`config.mk`:
```
export PLATFORM = sky130hd
export DESIGN_NAME = stream_sort_norm
export DESIGN_NICKNAME = d
export VERILOG_FILES = /design/src/rtl/stream_sort_norm_pkg.sv /design/src/rtl/sort_insert_cell.sv /design/src/rtl/stream_sort_norm.sv
export SDC_FILE = /design/constraint.sdc
export NUM_CORES = 1
export LEC_CHECK = 0
export ABC_AREA = 0
export CAP_MARGIN = 20
export CORE_MARGIN = 3
export CORE_UTILIZATION = 35
export CTS_BUF_LIST = sky130_fd_sc_hd__clkbuf_4 sky130_fd_sc_hd__clkbuf_8
export DETAILED_ROUTE_END_ITERATION = 10
export PLACE_DENSITY_LB_ADDON = 0.25
export SYNTH_ARGS = -nofsm -noshare
export SYNTH_HDL_FRONTEND = slang
export SYNTH_SLANG_ARGS = --single-unit
export TNS_END_PERCENT = 5
```
`constraint.sdc`:
```
create_clock -name clk -period 3.6 [get_ports clk]
set_clock_uncertainty 0.15 [all_clocks]
set_input_delay 0.72 -clock clk [delete_from_list [all_inputs] [get_ports clk]]
set_output_delay 0.72 -clock clk [all_outputs]
set_load 0.03 [all_outputs]
```
`src/rtl/stream_sort_norm_pkg.sv`:
```
// -----------------------------------------------------------------------------
// stream_sort_norm_pkg
// Shared types and helpers for the streaming sorter/normaliser.
//   - state_e      : frame controller states
//   - MODE_*       : bit positions inside the 3-bit frame mode word
//   - goes_before  : signed/unsigned, direction-aware strict ordering test
// -----------------------------------------------------------------------------
package stream_sort_norm_pkg;

   typedef enum logic [1:0] {
      ST_IDLE = 2'd0,
      ST_LOAD = 2'd1,
      ST_CALC = 2'd2,
      ST_OUT  = 2'd3
   } state_e;

   localparam int MODE_NORM   = 0;
   localparam int MODE_ASC    = 1;
   localparam int MODE_SIGNED = 2;

   // Operands arrive already sign- or zero-extended to CMP_W bits by the
   // caller, which keeps this helper independent of the element width.
   localparam int CMP_W = 32;

   // True when element a must be placed strictly before element b. Strictness
   // is what makes a newly inserted element land after existing equal ones.
   function automatic logic goes_before(input logic [CMP_W-1:0] a,
                                        input logic [CMP_W-1:0] b,
                                        input logic             is_signed,
                                        input logic             asc);
      logic lt;
      logic gt;
      lt = is_signed ? ($signed(a) < $signed(b)) : (a < b);
      gt = is_signed ? ($signed(a) > $signed(b)) : (a > b);
      return asc ? lt : gt;
   endfunction

endpackage

```
`src/rtl/sort_insert_cell.sv`:
```
// -----------------------------------------------------------------------------
// sort_insert_cell
// One slot of the insertion-sort array: holds an element, compares the
// incoming element against it and selects keep / take-new / shift-from-left.
// Ports:
//   clk, rst         : clock, synchronous active-high reset (clears the slot)
//   load_en_i        : an element is being inserted this cycle
//   occupied_i       : this slot already holds a valid element of the frame
//   prev_before_i    : new element goes at or before the slot on the left
//   new_data_i       : element being inserted
//   prev_data_i      : contents of the slot on the left
//   is_signed_i      : compare as two's complement
//   asc_i            : ascending order when 1, descending when 0
//   slot_o           : current slot contents
//   before_o         : new element goes at or before this slot
// -----------------------------------------------------------------------------
module sort_insert_cell
   import stream_sort_norm_pkg::*;
#(
   parameter int DATA_W = 4
) (
   input  logic              clk,
   input  logic              rst,
   input  logic              load_en_i,
   input  logic              occupied_i,
   input  logic              prev_before_i,
   input  logic [DATA_W-1:0] new_data_i,
   input  logic [DATA_W-1:0] prev_data_i,
   input  logic              is_signed_i,
   input  logic              asc_i,
   output logic [DATA_W-1:0] slot_o,
   output logic              before_o
);

   logic [DATA_W-1:0] slot_q;
   logic [DATA_W-1:0] slot_d;
   logic [CMP_W-1:0]  new_ext;
   logic [CMP_W-1:0]  slot_ext;

   assign new_ext  = is_signed_i ? CMP_W'($signed(new_data_i)) : CMP_W'(new_data_i);
   assign slot_ext = is_signed_i ? CMP_W'($signed(slot_q))     : CMP_W'(slot_q);

   // An empty slot always accepts, so the flag chain stays monotonic: once a
   // slot reports 1, every slot to its right does too.
   assign before_o = occupied_i ? goes_before(new_ext, slot_ext, is_signed_i, asc_i) : 1'b1;

   always_comb begin
      // NOTE: default first so every path assigns slot_d and no latch is inferred.
      slot_d = slot_q;
      if (load_en_i) begin
         if (prev_before_i) begin
            slot_d = prev_data_i;   // insertion point is to the left: shift right
         end else if (before_o) begin
            slot_d = new_data_i;    // this is the insertion point
         end
      end
   end

   always_ff @(posedge clk) begin
      // NOTE: the slot is a register, not a RAM, so it can and does reset to 0;
      // non-blocking assignment keeps all slots updating from pre-edge values.
      if (rst) begin
         slot_q <= '0;
      end else begin
         slot_q <= slot_d;
      end
   end

   assign slot_o = slot_q;

endmodule

```
`src/rtl/stream_sort_norm.sv`:
```
// -----------------------------------------------------------------------------
// stream_sort_norm
// Accepts a frame of NUM elements over a valid/ready stream, insertion-sorts
// them as they arrive, optionally subtracts the mid-range offset (min+max)/2
// and streams the result out with back-pressure.
// Ports:
//   clk, rst              : clock, synchronous active-high reset
//   in_valid/in_ready     : input handshake
//   in_data [DATA_W]      : input element
//   in_mode [3]           : [0] normalise, [1] ascending, [2] signed;
//                           sampled on the first beat of a frame only
//   out_valid/out_ready   : output handshake
//   out_data [DATA_W+1]   : sorted, optionally normalised element
//   out_last              : final element of the frame
//   busy                  : controller is not idle
// -----------------------------------------------------------------------------
module stream_sort_norm
   import stream_sort_norm_pkg::*;
#(
   parameter  int DATA_W = 4,
   parameter  int NUM    = 5,
   localparam int OUT_W  = DATA_W + 1,
   localparam int CNT_W  = $clog2(NUM + 1)
) (
   input  logic              clk,
   input  logic              rst,
   input  logic              in_valid,
   output logic              in_ready,
   input  logic [DATA_W-1:0] in_data,
   input  logic [2:0]        in_mode,
   output logic              out_valid,
   input  logic              out_ready,
   output logic [OUT_W-1:0]  out_data,
   output logic              out_last,
   output logic              busy
);

   state_e             state_q, state_d;
   logic [CNT_W-1:0]   cnt_q, cnt_d;
   logic [CNT_W-1:0]   k_q, k_d;
   logic [2:0]         mode_q, mode_d;
   logic [OUT_W-1:0]   offset_q, offset_d;
   logic [OUT_W-1:0]   out_data_q, out_data_d;
   logic               out_valid_q, out_valid_d;
   logic               out_last_q, out_last_d;

   logic               in_accept;
   logic               out_accept;
   logic               sgn;
   logic [DATA_W-1:0]  slot_w   [NUM];
   logic               before_w [NUM];
   logic [CNT_W-1:0]   k_nxt;
   logic [DATA_W-1:0]  next_elem;
   logic [OUT_W-1:0]   sum;
   logic [OUT_W-1:0]   half;

   function automatic logic [OUT_W-1:0] ext(input logic [DATA_W-1:0] v, input logic s);
      return s ? {v[DATA_W-1], v} : {1'b0, v};
   endfunction

   assign in_ready   = (state_q == ST_IDLE) || (state_q == ST_LOAD);
   assign busy       = (state_q != ST_IDLE);
   assign in_accept  = in_valid && in_ready;
   assign out_accept = out_valid_q && out_ready;
   assign sgn        = mode_q[MODE_SIGNED];

   // ---------------------------------------------------------------- sort array
   for (genvar i = 0; i < NUM; i++) begin : g_cell
      logic              prev_before;
      logic [DATA_W-1:0] prev_data;
      if (i == 0) begin : g_head
         assign prev_before = 1'b0;
         assign prev_data   = '0;
      end else begin : g_body
         assign prev_before = before_w[i-1];
         assign prev_data   = slot_w[i-1];
      end

      sort_insert_cell #(.DATA_W(DATA_W)) u_cell (
         .clk           (clk),
         .rst           (rst),
         .load_en_i     (in_accept),
         .occupied_i    (cnt_q > CNT_W'(i)),
         .prev_before_i (prev_before),
         .new_data_i    (in_data),
         .prev_data_i   (prev_data),
         .is_signed_i   (sgn),
         .asc_i         (mode_q[MODE_ASC]),
         .slot_o        (slot_w[i]),
         .before_o      (before_w[i])
      );
   end

   // ------------------------------------------------------- normalise datapath
   // The sum of the two extremes fits in OUT_W bits for both signednesses.
   // Signed halving rounds toward zero: arithmetic shift floors, so negative
   // odd sums get +1 back.
   always_comb begin
      sum  = ext(slot_w[0], sgn) + ext(slot_w[NUM-1], sgn);
      half = {1'b0, sum[OUT_W-1:1]};
      if (sgn) begin
         half = {sum[OUT_W-1], sum[OUT_W-1:1]}
              + {{(OUT_W-1){1'b0}}, sum[OUT_W-1] & sum[0]};
      end
   end

   assign k_nxt = k_q + 1'b1;

   always_comb begin
      next_elem = slot_w[0];
      for (int i = 0; i < NUM; i++) begin
         if (k_nxt == CNT_W'(i)) begin
            next_elem = slot_w[i];
         end
      end
   end

   // ------------------------------------------------------------- controller
   always_comb begin
      state_d     = state_q;
      cnt_d       = cnt_q;
      k_d         = k_q;
      mode_d      = mode_q;
      offset_d    = offset_q;
      out_data_d  = out_data_q;
      out_valid_d = out_valid_q;
      out_last_d  = out_last_q;

      unique case (state_q)
         ST_IDLE: begin
            if (in_accept) begin
               mode_d  = in_mode;
               cnt_d   = CNT_W'(1);
               state_d = (NUM == 1) ? ST_CALC : ST_LOAD;
            end
         end

         ST_LOAD: begin
            if (in_accept) begin
               cnt_d = cnt_q + 1'b1;
               if (cnt_q == CNT_W'(NUM - 1)) begin
                  state_d = ST_CALC;
               end
            end
         end

         ST_CALC: begin
            offset_d    = mode_q[MODE_NORM] ? half : '0;
            out_data_d  = ext(slot_w[0], sgn) - offset_d;
            out_valid_d = 1'b1;
            out_last_d  = (NUM == 1);
            k_d         = '0;
            state_d     = ST_OUT;
         end

         ST_OUT: begin
            if (out_accept) begin
               if (out_last_q) begin
                  out_valid_d = 1'b0;
                  out_last_d  = 1'b0;
                  cnt_d       = '0;
                  k_d         = '0;
                  state_d     = ST_IDLE;
               end else begin
                  k_d        = k_nxt;
                  out_data_d = ext(next_elem, sgn) - offset_q;
                  out_last_d = (k_nxt == CNT_W'(NUM - 1));
               end
            end
         end

         default: state_d = ST_IDLE;
      endcase
   end

   always_ff @(posedge clk) begin
      if (rst) begin
         state_q     <= ST_IDLE;
         cnt_q       <= '0;
         k_q         <= '0;
         mode_q      <= '0;
         offset_q    <= '0;
         out_data_q  <= '0;
         out_valid_q <= 1'b0;
         out_last_q  <= 1'b0;
      end else begin
         state_q     <= state_d;
         cnt_q       <= cnt_d;
         k_q         <= k_d;
         mode_q      <= mode_d;
         offset_q    <= offset_d;
         out_data_q  <= out_data_d;
         out_valid_q <= out_valid_d;
         out_last_q  <= out_last_d;
      end
   end

   assign out_valid = out_valid_q;
   assign out_data  = out_data_q;
   assign out_last  = out_last_q;

endmodule
```
==> run summary, run 1 <==
pin count of the biggest net entering global routing: 39
die extent in x: 109 um
drt drc: 0
Worst Setup Start Kind: flip-flop
FMAX: 0.272 GHz
cell area after layout: 4470 um^2
total CTS buffers: 5
post-place setup slack: -0.127 ns
Setup Crit Path Kind: reg2reg
Synth area leaders: dfxtp_1 23%, ha_1 18%, mux2i_1 7.2%
asr flop ratio synth: 0%
Tcrit/Tclk final: 102%
area of the core: 10400 um^2
worst reg2reg path endpoint: out_data[4]
Final Util: 43.1%
Global Route Usage Sum: 17.6%
pwr/cell area: 614 nW/um^2
static leakage: 1.88 nW
cell family with most CP delay: adder cells
slowest CP cell: dfxtp_2
Highest Signal Layer: met4
RePlAce Congestion: 0.808
initial antenna violation count: 0
H-tree levels: 2
Vias: 3298
Synth area leader: dfxtp_1
syn_nets: 521
status: complete, but fails checks
post-synthesis sequential area ratio: 23.1%
Hold Crit Endpoint: offset_q[3]
boundary pin count: 20
placed insts: 620
WP data arrival: 3.76 ns
Register-to-Register Path Depth: 18
cts hold-fix bufs: 0
most common library cells after synthesis: 54 x ha_1, 50 x nor2_1, 43 x dfxtp_1, 42 x inv_1, 31 x nand2_1
first-pass GRT wire length: 16600 um
Max Fanout on Critical Path: 2
placed cell areas: 4280 um^2
maximum vdd drop: 0.267 mV
most numerous cell in the Yosys netlist: ha_1
drt first pass iters: 4
Die ar.: 11900 um^2
I/O Buffers: 19
Worst EP required: 3.68 ns
Routed Wire Length: 9840 um
synthesized area per cell: 8.24 um^2
Slew Limit Fails: 0
Root Buffer: clkbuf_8
Max Cap Viol: 0
#FFs+latches synth: 43
worst path bufs/invs: 1
top cell type's share of synthesized area: 23.1%
Setup violations, final: 2
hpwl dp: 7620 um
CTS tree: done
M1 WL: 4720 um
HP Class: reg2reg
Post-Layout Cell Count: 638
failing checks: setup timing
met2 WL: 4640 um
number of routed nets with antenna violations: 0
clock tree buffer depth: 2
worst-path cell chain: ha_4, fa_2, a21o_1, a21oi_2, xor2_1, and2_1, ha_1, mux2i_1, nor2b_1, ha_2, inv_2, fa_2, a21o_1, a21oi_2, xor2_1, xnor2_1, nor3b_1, nor4_1
Die Ht: 109 um
Mapped Cells: 453
Synth Cell Area: 3730 um^2
row cnt: 37
Synth-to-Final Area Change: 19.8%
DR WL met3: 409 um
share of cells above drive strength 1: 14.5%
Final Net Count: 569
ys flop type: dfxtp_1
number of global-route vias before repair: 3372
min-delay src: offset_q[3]
Slew headroom: 56.4%
Inserted Diodes: 0
Vias/cell: 5.17
worst hold path depth: 2
initial drt markers: 143
Worst setup EP type: flip-flop
synth unique cells: 61
drt wl/cell: 15.4 um
setup ws final: -0.0821 ns
Post-synth EDFFs: 0
CP peak stage delay: 0.35 ns
Fin. Hold Viols: 0
clock sinks: 43
# fillers: 1065
Hold WS: 0.327 ns
setup slack, reg-to-reg: -0.08 ns
Reg clk slew, reported paths: 0.10 ns
Initial Utilization: 36.0%
worst-skew pair later-pin latency: 0.31 ns
RSZ-0062 raised after global routing: true
GR Overflow Total: 0
Tightest Pin Transition: 0.647 ns
Critical R2R Launch: g_cell[4].u_cell.slot_o[0]
count of synthesis-stage warnings from yosys: 0
fin crit period: 3.68 ns
[cells by family (layout without fill, tap and decap cells)]
| kind of cell | after synthesis | in the layout | synth area share [%] |
|---|---|---|---|
| compound gates | 105 | 105 | 20.8 |
| fa+ha+maj | 57 | 57 | 19.7 |
| mux | 28 | 28 | 7.64 |
| simple gates | 143 | 143 | 18.1 |
| buf+inv | 59 | 108 | 6.20 |
| flops | 43 | 43 | 23.1 |
| xor+xnor | 18 | 18 | 4.42 |
[layout by cell type, fill, tap and decap left out, drive strengths merged, types with 8 or more instances in the layout]
master          n
inv            43
nand3          13
nor2b          10
clkdlybuf4s50  19
buf            39
xnor2           8
nor2           50
a21oi          28
ha             54
nand2          31
mux2i          27
a211oi         14
dfxtp          43
xor2           10
o21ai          13
[per-layer routing]
layer | track usage (%) | up-vias
li1 | - | 1707
met3 | 2.19 | 5
met5 | 0 | -
met1 | 24.0 | 1540
met2 | 29.9 | 46
met4 | 3.83 | 0
[layout make-up]
| class | instances | area, um^2 | share of cell area (%) |
|---|---|---|---|
| multi-input combinational | 351 | 2710 | 60.5 |
| sequential | 43 | 863 | 19.3 |
| timing repair buffer | 58 | 483 | 10.8 |
| tap | 136 | 170 | 3.81 |
| inverter | 42 | 158 | 3.53 |
| clock buffer | 5 | 68.8 | 1.54 |
| clock inverter | 3 | 23.8 | 0.532 |
[report_power, final]
| part | switching, W | internal (W) |
|---|---|---|
| clock network | 0.000199 | 0.000139 |
| logic | 0.000912 | 0.000761 |
| registers | 0.000142 | 0.000594 |
[tightest hold or removal path: stages (launching register included)]
cell	delay, ns
dfxtp_1	0.32
nand2b_1	0.06
a21oi_1	0.06
[what timing repair did]
item / CTS / global route
setup endpoints to repair: 1 / 3
pin swaps: 11 / 7
buffers inserted: 7 / 3
resized for setup: 0 / 4
[state kept, by name, indices dropped and copies added (netlist names)]
name / count
out_valid: 1
offset_q: 5
out_data: 5
state_q: 2
cnt_q: 3
g_cell.u_cell.slot_o: 20
k_q: 3
mode_q: 3
out_last: 1
[metrics by stage]
stage,TNS (ns),total power (W)
5_1_grt,-0.680,0.00299
3_5_place_dp,-0.127,0.00236
3_3_place_gp,-0.0447,0.00234
6_report,-0.148,0.00275
4_1_cts,-0.0810,0.00273
2_1_floorplan,-0.00746,0.00189
[worst max-delay path by stage]
| stage | from | to | slack (ns) | cells after the start |
|---|---|---|---|---|
| final | g_cell[4].u_cell.slot_o[0] | out_data[4] | -0.08 | 18 |
| after global routing | g_cell[4].u_cell.slot_o[0] | out_data[4] | -0.33 | 18 |
| after CTS | g_cell[4].u_cell.slot_o[0] | out_data[4] | -0.08 | 18 |
| after detailed placement | g_cell[4].u_cell.slot_o[0] | out_data[4] | -0.13 | 18 |
| after global placement | g_cell[4].u_cell.slot_o[0] | out_data[4] | -0.04 | 18 |
| after floorplan | g_cell[0].u_cell.slot_o[0] | out_data[4] | -0.007 | 18 |
Note: power is estimated with default switching activity, not from simulation.
==> run 2, diff against run 1 <==
--- a/config.mk
+++ b/config.mk
@@ -7,7 +7,6 @@
 export LEC_CHECK = 0
 export ABC_AREA = 0
 export CAP_MARGIN = 20
-export CORE_MARGIN = 3
 export CORE_UTILIZATION = 35
 export CTS_BUF_LIST = sky130_fd_sc_hd__clkbuf_4 sky130_fd_sc_hd__clkbuf_8
 export DETAILED_ROUTE_END_ITERATION = 10
==> run summary, run 2 (same netlist as run 1, synthesis figures left out) <==
drt wl/cell: 15.4 um (about the same)
HP Class: reg2reg
Fin. Hold Viols: 0 (unchanged)
initial antenna violation count: 0 (unchanged)
Root Buffer: clkbuf_8
Internal Power: 0.00163 W (+9.1%)
number of routed nets with antenna violations: 0 (unchanged)
FMAX: 0.271 GHz (-0.32%)
boundary pin count: 20 (unchanged)
post-route setup TNS: -0.111 ns (+0.0367 ns)
CP peak stage delay: 0.35 ns (about the same)
Worst Setup Start Kind: flip-flop
maximum vdd drop: 0.331 mV (+24%)
worst path bufs/invs: 1 (unchanged)
failing checks: setup timing
cts hold-fix bufs: 0 (unchanged)
Final Net Count: 565 (-0.70%)
Tightest Pin Transition: 0.902 ns (+0.255 ns)
H-tree levels: 2 (unchanged)
Inserted Diodes: 0 (unchanged)
switching power total: 0.00124 W (-1.3%)
setup ws final: -0.0938 ns (-0.0117 ns)
Setup violations, final: 2 (unchanged)
Routed Wire Length: 9790 um (-0.55%)
die extent in x: 105 um (-3.7%)
slowest CP cell: dfxtp_2
Vias/cell: 5.19 (+0.42%)
share of cells above drive strength 1: 13.7% (-0.89 points)
DR WL met3: 406 um (-0.73%)
commonest non-fill, non-tap cell in the layout: ha_1
Slew headroom: 39.9% (-17 points)
Reg clk slew, reported paths: 0.10 ns (about the same)
combinational share of power: 58.0% (-2.9 points)
status: complete, but fails checks
row cnt: 37 (unchanged)
Setup Crit Path Kind: reg2reg
CTS tree: done
sequential fraction of design power: 25.7% (-1.1 points)
static leakage: 1.88 nW (about the same)
RePlAce Congestion: 0.841 (+4.2%)
worst-skew pair later-pin latency: 0.30 ns (about the same)
Vias: 3291 (-0.21%)
most frequent cells in the layout: 51 x ha_1, 50 x nor2_1, 41 x inv_1, 41 x dfxtp_1, 35 x buf_4
Sw Ratio: 43.1% (-2.5 points)
Global Route Usage Sum: 18.4% (+0.73 points)
Synth-to-Final Area Change: 19.7% (about the same)
met2 WL: 4530 um (-2.5%)
Die ar.: 11100 um^2 (-7.2%)
Slew Limit Fails: 0 (unchanged)
pin count of the biggest net entering global routing: 48 (+23%)
first-pass GRT wire length: 16100 um (-3.1%)
M1 WL: 4720 um (about the same)
Worst EP required: 3.65 ns (-0.03 ns)
Initial Utilization: 36.2% (+0.16 points)
RSZ-0062 raised after global routing: true
clock tree buffer depth: 2 (unchanged)
WP data arrival: 3.75 ns (about the same)
Tcrit/Tclk final: 103% (+0.33 points)
GR Overflow Total: 0 (unchanged)
post-place setup slack: -0.170 ns (-0.0431 ns)
initial drt markers: 200 (+40%)
cell family with most CP delay: adder cells
Worst setup EP type: flip-flop
number of global-route vias before repair: 3223 (-4.4%)
Max Cap Viol: 0 (unchanged)
max reg flops: 20 (unchanged)
fin crit period: 3.69 ns (+0.0117 ns)
hpwl dp: 7560 um (-0.77%)
worst-path cell chain: ha_4, fa_2, a21o_1, a21oi_2, xor2_1, and2_1, ha_1, mux2i_1, nor2b_1, ha_2, inv_2, fa_2, a21o_1, a21oi_2, xor2_1, xnor2_1, nor3b_1, nor4_1
clock sinks: 43 (unchanged)
drt drc: 0 (unchanged)
Highest Signal Layer: met4
I/O Buffers: 19 (unchanged)
Clk pwr share: 16.3% (+4.0 points)
pwr/cell area: 641 nW/um^2 (+4.4%)
Max Fanout on Critical Path: 2 (unchanged)
total CTS buffers: 5 (unchanged)
area of the core: 10300 um^2 (-0.45%)
Die Ht: 105 um (-3.7%)
drt first pass iters: 5 (+1)
## run 2: cell count changes in the layout (fill, tap and decap cells not counted), sizes merged
cell | previous run | this run
clkdlybuf4s50 | 19 | 18
bufinv | 0 | 2
clkinvlp | 2 | 0
buf | 39 | 36
clkbuf | 5 | 6
inv | 43 | 42
## run 2: stage by stage
| stage | total power, W | cell area (um^2) | hold WS [ns] | cells | util, % |
|---|---|---|---|---|---|
| 2_1_floorplan | 0.00189 | 3780 | 0.296 | 453 | - |
| 3_3_place_gp | 0.00234 | 4270 | 0.305 | 619 | 41.3 |
| 3_5_place_dp | 0.00237 | 4270 | 0.312 | 619 | 41.3 |
| 4_1_cts | 0.00288 | 4450 | 0.327 | 633 | 43.1 |
| 5_1_grt | 0.00310 | 4470 | 0.361 | 634 | 43.3 |
| 6_report | 0.00287 | 4470 | 0.323 | 634 | 43.3 |
## run 2: final timing paths
kind | startpoint | end | slack (ns) | cells after the start
hold reg to reg | offset_q[3] | offset_q[3] | 0.32 | 2
setup / recovery | g_cell[4].u_cell.slot_o[0] | out_data[4] | -0.09 | 18
hold / removal | offset_q[3] | offset_q[3] | 0.32 | 2
setup reg to reg | g_cell[4].u_cell.slot_o[0] | out_data[4] | -0.09 | 18
## run 2: power groups by stage
stage | sequential [W] | combinational (W) | clock, W
2_1_floorplan | 0.000743 | 0.00115 | 0
3_3_place_gp | 0.000743 | 0.00160 | 0
3_5_place_dp | 0.000745 | 0.00163 | 0
4_1_cts | 0.000735 | 0.00166 | 0.000477
5_1_grt | 0.000755 | 0.00185 | 0.000497
6_report | 0.000737 | 0.00166 | 0.000466
## run 2: timing repair
item                       4_1_cts  5_1_grt
pin swaps                       11        8
resized for setup                1        1
buffers inserted                 6        1
setup endpoints to repair        2        3
## run 2: area by class of cell
class / instances / area [um^2]
Clock buffer: 6 / 76.3
Clock inverter: 2 / 60.1
Fill cell: 1024 / 5860
Inverter: 42 / 158
Multi-Input combinational cell: 351 / 2690
Sequential cell: 43 / 863
Tap cell: 136 / 170
Timing Repair Buffer: 54 / 448
## run 2: worst reg2reg max path, stage by stage, from the launching register on
cell     delay, ns
dfxtp_2       0.35
ha_4          0.16
fa_2          0.33
a21o_1        0.17
a21oi_2       0.15
xor2_1        0.11
and2_1        0.15
ha_1          0.27
mux2i_1       0.06
nor2b_1       0.17
ha_2          0.20
inv_2         0.04
fa_2          0.35
a21o_1        0.17
a21oi_2       0.12
xor2_1        0.18
xnor2_1       0.14
nor3b_1       0.06
nor4_1        0.27
## run 2: metal layers
| layer | vias to the layer above | track usage, % |
|---|---|---|
| met5 | - | 0 |
| met4 | 0 | 4.83 |
| met3 | 10 | 2.54 |
| met2 | 55 | 30.2 |
| met1 | 1528 | 25.1 |
| li1 | 1698 | - |
==> run 3, diff against run 2 <==
--- a/config.mk
+++ b/config.mk
@@ -7,7 +7,7 @@
 export LEC_CHECK = 0
 export ABC_AREA = 0
 export CAP_MARGIN = 20
-export CORE_UTILIZATION = 35
+export CORE_UTILIZATION = 30
 export CTS_BUF_LIST = sky130_fd_sc_hd__clkbuf_4 sky130_fd_sc_hd__clkbuf_8
 export DETAILED_ROUTE_END_ITERATION = 10
 export PLACE_DENSITY_LB_ADDON = 0.25
==> constraint.sdc (replaced) <==
create_clock -name clk -period 3.8 [get_ports clk]
set_clock_uncertainty 0.15 [all_clocks]
set_input_delay 0.76 -clock clk [delete_from_list [all_inputs] [get_ports clk]]
set_output_delay 0.76 -clock clk [all_outputs]
set_load 0.03 [all_outputs]
==> run summary, run 3 (same netlist as run 1, synthesis figures left out) <==
clock sinks: 43 (unchanged)
pwr/cell area: 582 nW/um^2 (-9.3%)
area of the core: 12100 um^2 (+17%)
Final Util: 36.5% (-6.8 points)
drt first pass iters: 4 (-1)
Register-to-Register Path Depth: 18 (unchanged)
pin count of the biggest net entering global routing: 48 (unchanged)
placed cell areas: 4230 um^2 (-0.97%)
most frequent cells in the layout: 50 x nor2_1, 49 x ha_1, 41 x inv_1, 41 x dfxtp_1, 31 x nand2_1
status: complete, but fails checks
Initial Utilization: 31.0% (-5.2 points)
number of routed nets with antenna violations: 0 (unchanged)
Tcrit/Tclk final: 100% (-2.5 points)
Max Fanout on Critical Path: 2 (unchanged)
worst-skew pair later-pin latency: 0.30 ns (about the same)
Routed Wire Length: 10100 um (+3.6%)
Max Cap Viol: 0 (unchanged)
Setup violations, final: 1 (-1)
GR Overflow Total: 0 (unchanged)
Root Buffer: clkbuf_8
Die ar.: 12900 um^2 (+16%)
Slew Limit Fails: 0 (unchanged)
Worst EP required: 3.86 ns (+0.21 ns)
HP Class: reg2reg
maximum vdd drop: 0.246 mV (-26%)
number of global-route vias before repair: 3299 (+2.4%)
Synth-to-Final Area Change: 17.9%
Critical R2R Launch: g_cell[4].u_cell.slot_o[0]
Final Net Count: 555 (-1.8%)
min-delay src: offset_q[2]
Reg clk slew, reported paths: 0.09 ns (about the same)
slowest CP cell: dfxtp_2
commonest non-fill, non-tap cell in the layout: nor2_1
cell area after layout: 4400 um^2 (-1.5%)
die extent in x: 114 um (+7.9%)
FMAX: 0.263 GHz (-2.9%)
Setup Crit Path Kind: reg2reg
Global Route Usage Sum: 16.4% (-2.0 points)
Worst setup EP type: flip-flop
Vias: 3323 (+0.97%)
row cnt: 40 (+8.1%)
WP data arrival: 3.86 ns (+0.11 ns)
RePlAce Congestion: 0.805 (-4.3%)
H-tree levels: 2 (unchanged)
CP peak stage delay: 0.35 ns (about the same)
setup slack, reg-to-reg: -0.003 ns (+0.09 ns)
Worst Setup Start Kind: flip-flop
I/O Buffers: 19 (unchanged)
Hold Crit Endpoint: offset_q[2]
boundary pin count: 20 (unchanged)
max reg flops: 20 (unchanged)
cell family with most CP delay: adder cells
worst-path cell chain: ha_4, fa_2, a21o_1, a21oi_2, xor2_1, and2_4, ha_4, mux2i_1, nor2b_1, ha_2, inv_2, fa_2, a21o_1, a21oi_2, xor2_1, xnor2_1, nor3b_1, nor4_1
Die Ht: 114 um (+7.9%)
drt drc: 0 (unchanged)
worst path bufs/invs: 1 (unchanged)
Fin. Hold Viols: 0 (unchanged)
post-route setup TNS: -0.00258 ns (+0.109 ns)
Tightest Pin Transition: 0.887 ns (-0.0156 ns)
initial drt markers: 139 (-31%)
Vias/cell: 5.07 (-2.4%)
drt wl/cell: 15.5 um (+0.17%)
worst hold path depth: 2 (unchanged)
Inserted Diodes: 0 (unchanged)
initial antenna violation count: 0 (unchanged)
RSZ-0062 raised after global routing: true
static leakage: 1.80 nW (-4.4%)
total CTS buffers: 5 (unchanged)
hpwl dp: 7820 um (+3.4%)
fin crit period: 3.80 ns (+0.109 ns)
share of cells above drive strength 1: 12.5% (-1.2 points)
worst reg2reg path endpoint: out_data[4]
setup ws final: -0.00258 ns (+0.0912 ns)
first-pass GRT wire length: 16700 um (+3.3%)
CTS tree: done
CP Launch Point: g_cell[4].u_cell.slot_o[0]
failing checks: setup timing
Slew headroom: 40.9% (+1.0 points)
clock tree buffer depth: 2 (unchanged)
cts hold-fix bufs: 0 (unchanged)
run 3: changes by cell type in the layout (fill, tap and decap cells not counted):
cell | previous run | this run
and2_4 | 0 | 1
ha_1 | 51 | 49
clkinv_2 | 0 | 1
bufinv_16 | 2 | 0
ha_4 | 2 | 3
buf_4 | 35 | 25
and2_1 | 3 | 2
ha_2 | 1 | 2
clkinvlp_4 | 0 | 1
run 3: repair_timing:
action,CTS,global route
gates resized for setup,2,13
pin swaps,3,16
buffers inserted,2,1
endpoints found under the setup margin,1,3
gates cloned,0,0
run 3: stage by stage:
stage / hold WS (ns) / setup WS (ns) / cells / power [W]
2_1_floorplan: 0.296 / 0.00506 / 453 / 0.00177
3_3_place_gp: 0.307 / 0.0132 / 645 / 0.00218
3_5_place_dp: 0.314 / -0.106 / 645 / 0.00221
4_1_cts: 0.327 / 0.0294 / 655 / 0.00254
5_1_grt: 0.359 / -0.218 / 656 / 0.00279
6_report: 0.322 / -0.00258 / 656 / 0.00256
run 3: worst max path at each step:
| stage | endpoint | cells after the start | slack, ns |
|---|---|---|---|
| finish | out_data[4] | 18 | -0.003 |
| global route | out_data[4] | 18 | -0.22 |
| CTS | out_data[4] | 18 | 0.03 |
| detailed placement | out_data[4] | 17 | -0.11 |
| global placement | out_data[4] | 17 | 0.01 |
| floorplan | out_data[4] | 17 | 0.005 |
run 3: cell type report:
| cell class | instances | area [um^2] |
|---|---|---|
| multi-input combinational | 351 | 2710 |
| inverter | 42 | 158 |
| clock buffer | 6 | 76.3 |
| clock inverter | 2 | 12.5 |
| timing repair buffer | 44 | 373 |
| sequential | 43 | 863 |
| tap | 168 | 210 |
| fill | 1290 | 7660 |
run 3: layer usage:
layer | wire length, um | track usage [%]
met1 | 5000 | 21.8
met2 | 4720 | 27.7
met3 | 206 | 1.86
met4 | 218 | 5.18
met5 | 0 | 0
run 3: power breakdown:
| part | total (W) | internal, W | leakage, nW | switching, W |
|---|---|---|---|---|
| Sequential | 0.000700 | 0.000563 | 0.352 | 0.000138 |
| Clock | 0.000306 | 0.000136 | 0.0446 | 0.000170 |
| Combinational | 0.00156 | 0.000689 | 1.40 | 0.000868 |
| Total | 0.00256 | 0.00139 | 1.80 | 0.00117 |
run 3: worst reg2reg max path: stages, from the launching register on:
cell and delay (ns):
dfxtp_2 0.35, ha_4 0.17, fa_2 0.35, a21o_1 0.19
a21oi_2 0.17, xor2_1 0.10, and2_4 0.16, ha_4 0.25
mux2i_1 0.06, nor2b_1 0.18, ha_2 0.21, inv_2 0.05
fa_2 0.35, a21o_1 0.17, a21oi_2 0.12, xor2_1 0.19
xnor2_1 0.14, nor3b_1 0.07, nor4_1 0.28
